**src/rtl/screen_reader_if.sv**
```systemverilog
// VRAM pixel read port shared by the screen reader (master) and the video RAM (slave).
interface screen_reader_if;
  logic        p_read;
  logic [12:0] p_addr;
  logic [15:0] p_dout;

  modport master (output p_read, output p_addr, input p_dout);
  modport slave  (input p_read, input p_addr, output p_dout);
endinterface

```
**src/rtl/screen_reader.sv**
```systemverilog
// VGA 640x480 timing generator that fetches the 512x256 Hack screen from VRAM
// one word at a time and serialises it into a centred 1-bit pixel stream.
module screen_reader #(
  parameter int H_VISIBLE    = 640,
  parameter int H_FRONT      = 16,
  parameter int H_SYNC       = 96,
  parameter int H_BACK       = 48,
  parameter int V_VISIBLE    = 480,
  parameter int V_FRONT      = 10,
  parameter int V_SYNC       = 2,
  parameter int V_BACK       = 33,
  parameter int X_OFFSET     = 64,
  parameter int Y_OFFSET     = 112,
  parameter int READ_LATENCY = 3
) (
  input  logic            clk,
  input  logic            reset,
  screen_reader_if.master vram,
  output logic            hsync,
  output logic            vsync,
  output logic            active,
  output logic            pixel
);

  localparam int H_TOTAL  = H_VISIBLE + H_FRONT + H_SYNC + H_BACK;
  localparam int V_TOTAL  = V_VISIBLE + V_FRONT + V_SYNC + V_BACK;
  localparam int HS_START = H_VISIBLE + H_FRONT;
  localparam int HS_END   = HS_START + H_SYNC;
  localparam int VS_START = V_VISIBLE + V_FRONT;
  localparam int VS_END   = VS_START + V_SYNC;
  localparam int SCREEN_W = 512;
  localparam int SCREEN_H = 256;

  // p_read is registered, so the fetch slot is decoded one cycle before the
  // pulse, which itself leads the holding-register load by READ_LATENCY + 1.
  localparam logic [9:0] FETCH_DECODE = 10'(X_OFFSET - READ_LATENCY - 2);

  logic [9:0]              hcount;
  logic [9:0]              vcount;
  logic [9:0]              row_off;
  logic [9:0]              col_off;
  logic [9:0]              fetch_off;
  logic                    row_in;
  logic                    col_in;
  logic                    fetch_next;
  logic                    read_q;
  logic [12:0]             addr_q;
  logic [READ_LATENCY-1:0] rd_pipe;
  logic [15:0]             hold_q;
  logic [15:0]             shift_q;

  assign vram.p_read = read_q;
  assign vram.p_addr = addr_q;

  always_comb begin
    row_off    = vcount - 10'(Y_OFFSET);
    col_off    = hcount - 10'(X_OFFSET);
    fetch_off  = hcount - FETCH_DECODE;
    row_in     = (vcount >= 10'(Y_OFFSET)) && (row_off < 10'(SCREEN_H)) &&
                 (vcount < 10'(V_VISIBLE));
    col_in     = (hcount >= 10'(X_OFFSET)) && (col_off < 10'(SCREEN_W)) &&
                 (hcount < 10'(H_VISIBLE));
    fetch_next = row_in && (hcount >= FETCH_DECODE) &&
                 (fetch_off < 10'(SCREEN_W)) && (fetch_off[3:0] == 4'd0);
  end

  always_ff @(posedge clk) begin
    if (reset) begin
      hcount <= '0;
      vcount <= '0;
    end else if (hcount == 10'(H_TOTAL - 1)) begin
      hcount <= '0;
      vcount <= (vcount == 10'(V_TOTAL - 1)) ? '0 : vcount + 10'd1;
    end else begin
      hcount <= hcount + 10'd1;
    end
  end

  always_ff @(posedge clk) begin
    if (reset) begin
      hsync  <= 1'b1;
      vsync  <= 1'b1;
      active <= 1'b0;
    end else begin
      hsync  <= !((hcount >= 10'(HS_START)) && (hcount < 10'(HS_END)));
      vsync  <= !((vcount >= 10'(VS_START)) && (vcount < 10'(VS_END)));
      active <= (hcount < 10'(H_VISIBLE)) && (vcount < 10'(V_VISIBLE));
    end
  end

  always_ff @(posedge clk) begin
    if (reset) begin
      read_q <= 1'b0;
      addr_q <= '0;
    end else begin
      read_q <= fetch_next;
      if (fetch_next) begin
        addr_q <= {row_off[7:0], fetch_off[8:4]};
      end
    end
  end

  // Clearing the delay line drops any fetch in flight so no stale word survives reset.
  always_ff @(posedge clk) begin
    if (reset) begin
      rd_pipe <= '0;
      hold_q  <= '0;
      shift_q <= '0;
      pixel   <= 1'b0;
    end else begin
      rd_pipe <= {rd_pipe[READ_LATENCY-2:0], read_q};
      if (rd_pipe[READ_LATENCY-1]) begin
        hold_q <= vram.p_dout;
      end
      if (row_in && col_in) begin
        if (col_off[3:0] == 4'd0) begin
          pixel   <= hold_q[0];
          shift_q <= {1'b0, hold_q[15:1]};
        end else begin
          pixel   <= shift_q[0];
          shift_q <= {1'b0, shift_q[15:1]};
        end
      end else begin
        pixel <= 1'b0;
      end
    end
  end

endmodule
```
**src/flat_wrapper.sv**
```systemverilog
// flat-port wrapper written by rule: the top's interface ports become plain ports
module screen_reader_flat 
#(
  parameter int H_VISIBLE    = 640,
  parameter int H_FRONT      = 16,
  parameter int H_SYNC       = 96,
  parameter int H_BACK       = 48,
  parameter int V_VISIBLE    = 480,
  parameter int V_FRONT      = 10,
  parameter int V_SYNC       = 2,
  parameter int V_BACK       = 33,
  parameter int X_OFFSET     = 64,
  parameter int Y_OFFSET     = 112,
  parameter int READ_LATENCY = 3
)
  (clk, reset, hsync, vsync, active, pixel, vram_p_read, vram_p_addr, vram_p_dout);
  screen_reader_if vram_i ();
  input  logic clk;
  input  logic reset;
  output logic hsync;
  output logic vsync;
  output logic active;
  output logic pixel;
  output wire logic [$bits(vram_i.p_read)-1:0] vram_p_read;
  output wire logic [$bits(vram_i.p_addr)-1:0] vram_p_addr;
  input wire logic [$bits(vram_i.p_dout)-1:0] vram_p_dout;
  assign vram_p_read = vram_i.p_read;
  assign vram_p_addr = vram_i.p_addr;
  assign vram_i.p_dout = vram_p_dout;
  screen_reader #(.H_VISIBLE(H_VISIBLE), .H_FRONT(H_FRONT), .H_SYNC(H_SYNC), .H_BACK(H_BACK), .V_VISIBLE(V_VISIBLE), .V_FRONT(V_FRONT), .V_SYNC(V_SYNC), .V_BACK(V_BACK), .X_OFFSET(X_OFFSET), .Y_OFFSET(Y_OFFSET), .READ_LATENCY(READ_LATENCY)) u_core (.clk(clk), .reset(reset), .vram(vram_i), .hsync(hsync), .vsync(vsync), .active(active), .pixel(pixel));
endmodule
```
**config.mk**
```make
export PLATFORM = sky130hd
export DESIGN_NAME = screen_reader_flat
export DESIGN_NICKNAME = d
export VERILOG_FILES = /design/src/rtl/screen_reader_if.sv /design/src/rtl/screen_reader.sv /design/src/flat_wrapper.sv
export SDC_FILE = /design/constraint.sdc
export NUM_CORES = 1
export LEC_CHECK = 0
export CAP_MARGIN = 15
export CORE_ASPECT_RATIO = 0.7
export CORE_MARGIN = 3
export CORE_UTILIZATION = 45
export CTS_CLUSTER_DIAMETER = 50
export CTS_CLUSTER_SIZE = 12
export DETAILED_ROUTE_END_ITERATION = 8
export PLACE_DENSITY = 0.63
export SLEW_MARGIN = 20
export SYNTH_ARGS = -nofsm -noshare
export SYNTH_HDL_FRONTEND = slang
export SYNTH_SLANG_ARGS = --single-unit
```
**constraint.sdc**
```tcl
create_clock -name clk -period 2.3 [get_ports clk]
set_input_delay 0.23 -clock clk [delete_from_list [all_inputs] [get_ports clk]]
set_output_delay 0.23 -clock clk [all_outputs]
set_load 0.005 [all_outputs]
```
**Yosys cells after proc, flatten, opt, wreduce, memory -nomap -nowiden**

Cells that the tools add are included.

- Output and inout bits: 18
- Flip-flop bits (word level): 73
- ROM bits: 0
- Bits in latches: 0
- Memories: 0
- Word-level logic and storage cells: 51
- Memory bits (writable): 0
- Input port bits: 18

- Bitwise gates (word level): 1
- Shift operators: 0
- Add/sub/neg operators: 5
- Reductions and logical operators: 17
- Div/mod/pow operators: 0
- Order comparisons: 12
- Multipliers: 0
- Multiplexer cells: 3
- Equal/unequal tests: 2

Operator list:

| cell | number |
|---|---|
| $lt 10x10->1 const B | 4 |
| $lt 10x9->1 const B | 3 |
| $add 10x1->10 const B | 2 |
| $eq 10x10->1 const B | 2 |
| $ge 10x7->1 const B | 2 |
| $sub 10x7->10 const B | 2 |
| $mux 15 | 1 |
| $logic_and 1x1->1 | 11 |
| $ge 10x10->1 const B | 1 |
| $ge 10x6->1 const B | 1 |
| $ge 10x9->1 const B | 1 |
| $mux 10 | 1 |
| $sub 10x6->10 const B | 1 |
| $logic_not 4->1 | 2 |
| $reduce_or 2->1 | 2 |
| $logic_not 1->1 | 2 |
| $mux 1 | 1 |
| $not 1->1 | 1 |

**Longest topological paths before layout**

- Depth in word-level cells: 7
- Gate-level depth with buffers: 7
- Depth with buffers taken out: 7

**Worst setup path before layout**

Ideal clock, no wire load.

- Path kind: register -> register
- From: reg u_core.vcount[5]
- To: reg u_core.addr_q[2] (netlist: u_core.vram.p_addr[2])
- Data required time: 2.169 ns
- Path slack: 0.427 ns
- Buffers on the path: 0
- Stages on the path, launching flop included: 7
- Data arrival time: 1.742 ns
- Library setup time: 0.131 ns
- Cell sequence: dfxtp_1 ha_1 a21o_1 a221oi_1 nand3_1 nor2_1 o21ai_0

- Word-level cells in the longest chain between the ends: 7
- Elaborated cells on any way between the ends: 9
- Those cells by class: add/sub: 1; order compare: 3; reduce/logical: 5

RTL lines:

| what | line | source |
|---|---|---|
| start: declaration | screen_reader.sv:39 | `logic [9:0] vcount;` |
| start signal: assignment | screen_reader.sv:73 | `vcount <= (vcount == 10'(V_TOTAL - 1)) ? '0 : vcount + 10'd1;` |
| $sub 10x7->10 | screen_reader.sv:56 | `row_off = vcount - 10'(Y_OFFSET);` |
| $lt 10x9->1 | screen_reader.sv:59 | `row_in = (vcount >= 10'(Y_OFFSET)) && (row_off < 10'(SCREEN_H)) &&` |
| $logic_and 1x1->1 | screen_reader.sv:59 |  |
| $logic_and 1x1->1 * | screen_reader.sv:59 |  |
| $logic_and 1x1->1 * (2 in a row) | screen_reader.sv:63 | `fetch_next = row_in && (hcount >= FETCH_DECODE) &&` |
| $logic_and 1x1->1 * | screen_reader.sv:64 | `(fetch_off < 10'(SCREEN_W)) && (fetch_off[3:0] == 4'd0);` |
| end signal: assignment | screen_reader.sv:98 | `addr_q <= {row_off[7:0], fetch_off[8:4]};` |
| end: declaration | screen_reader.sv:47 | `logic [12:0] addr_q;` |

Mark *: on every way between the ends. The rest lies on a longest branch, timed or not.
A chain may end at the register's enable or synchronous reset.

**Worst setup path after layout**

- From: reg u_core.vcount[5]
- To: reg u_core.addr_q[0] (netlist: u_core.vram.p_addr[0])

Same word-level chain as after synthesis.

==> flow_metrics.tcl <==
set metrics [dict create \
    outcome "complete, no violations" \
    grt_antenna_before_repair 0 \
    synth_edf_count 0 \
    crit_type "register to register" \
    yosysSeqAreaShare 0.4509 \
    grt.total_usage 0.1764 \
    critical-path-max-stage-delay_ns 0.45 \
    drcViolationCount 0 \
    final_layout_size_suffix_gt1_frac 0.09186 \
    leakagePower_uw 0.001360 \
    cap_violations 0 \
    wl_per_cell_um 14.05 \
    num_io_pins 36 \
    worstPathRequired_ns 2.55 \
    hp-start "reset" \
    grt_pass1_wl_um 11340 \
    min_period_ns 2.047 \
    fin_crit_sh 0.8899 \
    gp_congestion 0.9298 \
    synth.top_cells.by_area "dfxtp_1, mux2i_1, nor2_1" \
    layoutNonFillerInstCount 475 \
    fmax_mhz 488.6 \
    r2r_start "u_core.vcount[5]$_SDFFE_PP0P_" \
    vias 2444 \
    chipWidth_um 106.7 \
    drt_iter0_markers 98 \
    ys_types 43 \
    viasPerCell 5.145 \
    yosys.area.top_type_share 0.4509 \
    ctsHtreeMaxLevel 3 \
    path_cells "ha_2, nand4_1, a221oi_1, and3_1, buf_4, a21oi_1, a211oi_1" \
    cts_buffer_depth 2 \
    numPlacedInstances 460 \
    finalClockSkew_ns 0.008663 \
    cp-start-kind "register" \
    clkLatencyLatePin_ns 0.35 \
    netlist_area_um2 3197 \
    row_count 25 \
    yosysTopAreaCell "dfxtp_1" \
    antenna_left 0 \
    cts_tree "yes" \
    worstSetupEndpointType "register" \
    hold_class "primary input to register" \
    die_area_um2 8168 \
    rsz0062_at_grt "false" \
    ys_warn_count 0 \
    core_um2 6819 \
    cpMaxStageDelayCell "dfxtp_1" \
    synth_async_sr_flop_share 0 \
    syn-num-nets 374 \
    vdd_drop_max_v 0.0002739 \
    final_hold_viol_count 0 \
    holdWs_ns 0.2352 \
    grt_max_degree 40 \
    clk_pin_slew_ns 0.08 \
    synth_commonest_cells "dfxtp_1, nor2_1, mux2i_1, a211oi_1, a21oi_1" \
    drt_first_pass_iters 4 \
    avgSynthCellArea_um2 9.186 \
    cts_buffers 9 \
    ctsHoldBuffers 0 \
    yosysMostFrequentCell "dfxtp_1" \
    numClockSinks 72 \
    grt_overflow_total 0 \
    io_buffers 35 \
    dpl_cell_area_um2 3618 \
    maxSlewViolCount 0 \
    final_cell_area_um2 3819 \
    worstSetupStartpoint "u_core.vcount[5]$_SDFFE_PP0P_" \
    final_util 0.5600 \
    powerDensity_nw_per_um2 619.1 \
    routed_wl_um 6676 \
    worst_ep_arrival_time_ns 2.30 \
    finish.net_count 403 \
    postSynthCellCount 348 \
    finalSetupTns_ns 0 \
    slew_headroom 0.7164 \
    die_h_um 76.52 \
    synth-seq-cells 72 \
    initial_utilization 0.4688 \
    hpwl_um 4711 \
    area_growth_pct 19.45 \
    worst_pin_slew_ns 0.4218 \
    critPathMaxFanout 13 \
    fill_cells 636 \
    grt_pass1_vias 2278 \
    antenna_cells 0 \
    root_buffer "clkbuf_8" \
    synthFlopType "dfxtp_1" \
    setup_viol 0 \
]
## metal layers
| metal | GRT usage | up-vias | share of wire |
|---|---|---|---|
| li1 | - | 1264 | - |
| met1 | 0.2542 | 1110 | 0.52 |
| met2 | 0.2425 | 60 | 0.41 |
| met3 | 0.05165 | 10 | 0.066 |
| met4 | 0.07663 | 0 | 0.0097 |
| met5 | 0 | - | 0 |
## logic make-up (layout without fill, tap and decap cells)
| group | after synthesis | after routing | share of synthesized area |
|---|---|---|---|
| AOI/OAI and AO/OA | 57 | 57 | 0.1116 |
| xor gates and xnor gates | 24 | 24 | 0.06810 |
| adders and majority gates | 8 | 8 | 0.03131 |
| buffers and inverters | 33 | 66 | 0.04775 |
| DFF | 72 | 72 | 0.4509 |
| muxes | 31 | 31 | 0.09746 |
| and+or+nand+nor | 123 | 123 | 0.1930 |
## critical path: cells and delay by family (launching register included)
kind	cells	cell delay, ns
AND/OR/NAND/NOR	2	0.32
buffers and inverters	1	0.19
adder cells (fa/ha/maj)	1	0.29
AO/OA/AOI/OAI	3	0.69
flip-flops	1	0.45
## final timing paths
kind         slack [ns]                                  to  cells past startpoint
max                0.25  u_core.vram.p_addr[0]$_SDFFE_PP0P_                      7
min                0.24       u_core.vcount[1]$_SDFFE_PP0P_                      2
max reg2reg        0.25  u_core.vram.p_addr[0]$_SDFFE_PP0P_                      7
min reg2reg        0.44        u_core.rd_pipe[1]$_SDFF_PP0_                      1
## cell usage in the layout (no fill, tap or decap), types with 8 or more instances in the layout
cell	synthesis	routed
dfxtp_1	72	72
nor2_1	51	50
clkdlybuf4s50_1	0	34
mux2i_1	30	30
a211oi_1	19	19
a21oi_1	17	17
xor2_1	16	16
nand2_1	15	15
nand3_1	13	13
o21ai_0	11	11
clkbuf_8	0	10
nand4_1	8	8
buf_4	1	8
## metrics by stage
stage / setup WS (ns) / total power (uW)
floorplan: 0.4271 / 1352
global placement: 0.3576 / 1401
detailed placement: 0.2388 / 1401
CTS: 0.2049 / 2398
global route: 0.02390 / 2459
finish: 0.2531 / 2364
## repair_timing
item,CTS,global route
setup buffers,0,0
endpoints found under the hold margin,0,0
endpoints found under the setup margin,0,6
gates resized for setup,0,2
## final cells by class
| class | count | area, um2 | area share |
|---|---|---|---|
| Multi-Input combinational cell | 243 | 1613 | 0.4223 |
| Clock inverter | 5 | 57.56 | 0.01507 |
| Clock buffer | 10 | 137.6 | 0.03604 |
| Timing Repair Buffer | 44 | 425.4 | 0.1114 |
| Inverter | 7 | 26.28 | 0.006881 |
| Sequential cell | 72 | 1441 | 0.3775 |
| Tap cell | 94 | 117.6 | 0.03080 |
## power breakdown
part           internal, uW  leakage [uW]  switching [uW]
registers              1250      0.000581            8.01
logic                  55.5      0.000689            57.2
clock network           522     0.0000904             471
## flip-flops by register name, indices dropped and copies added, names as in the netlist
register,flops
u_core.pixel,1
u_core.shift_q,15
u_core.vcount,10
u_core.rd_pipe,3
u_core.active,1
u_core.vram.p_addr,13
u_core.vram.p_read,1
u_core.hold_q,16
u_core.hcount,10
u_core.hsync,1
u_core.vsync,1
(Power assumes the default switching activity.)
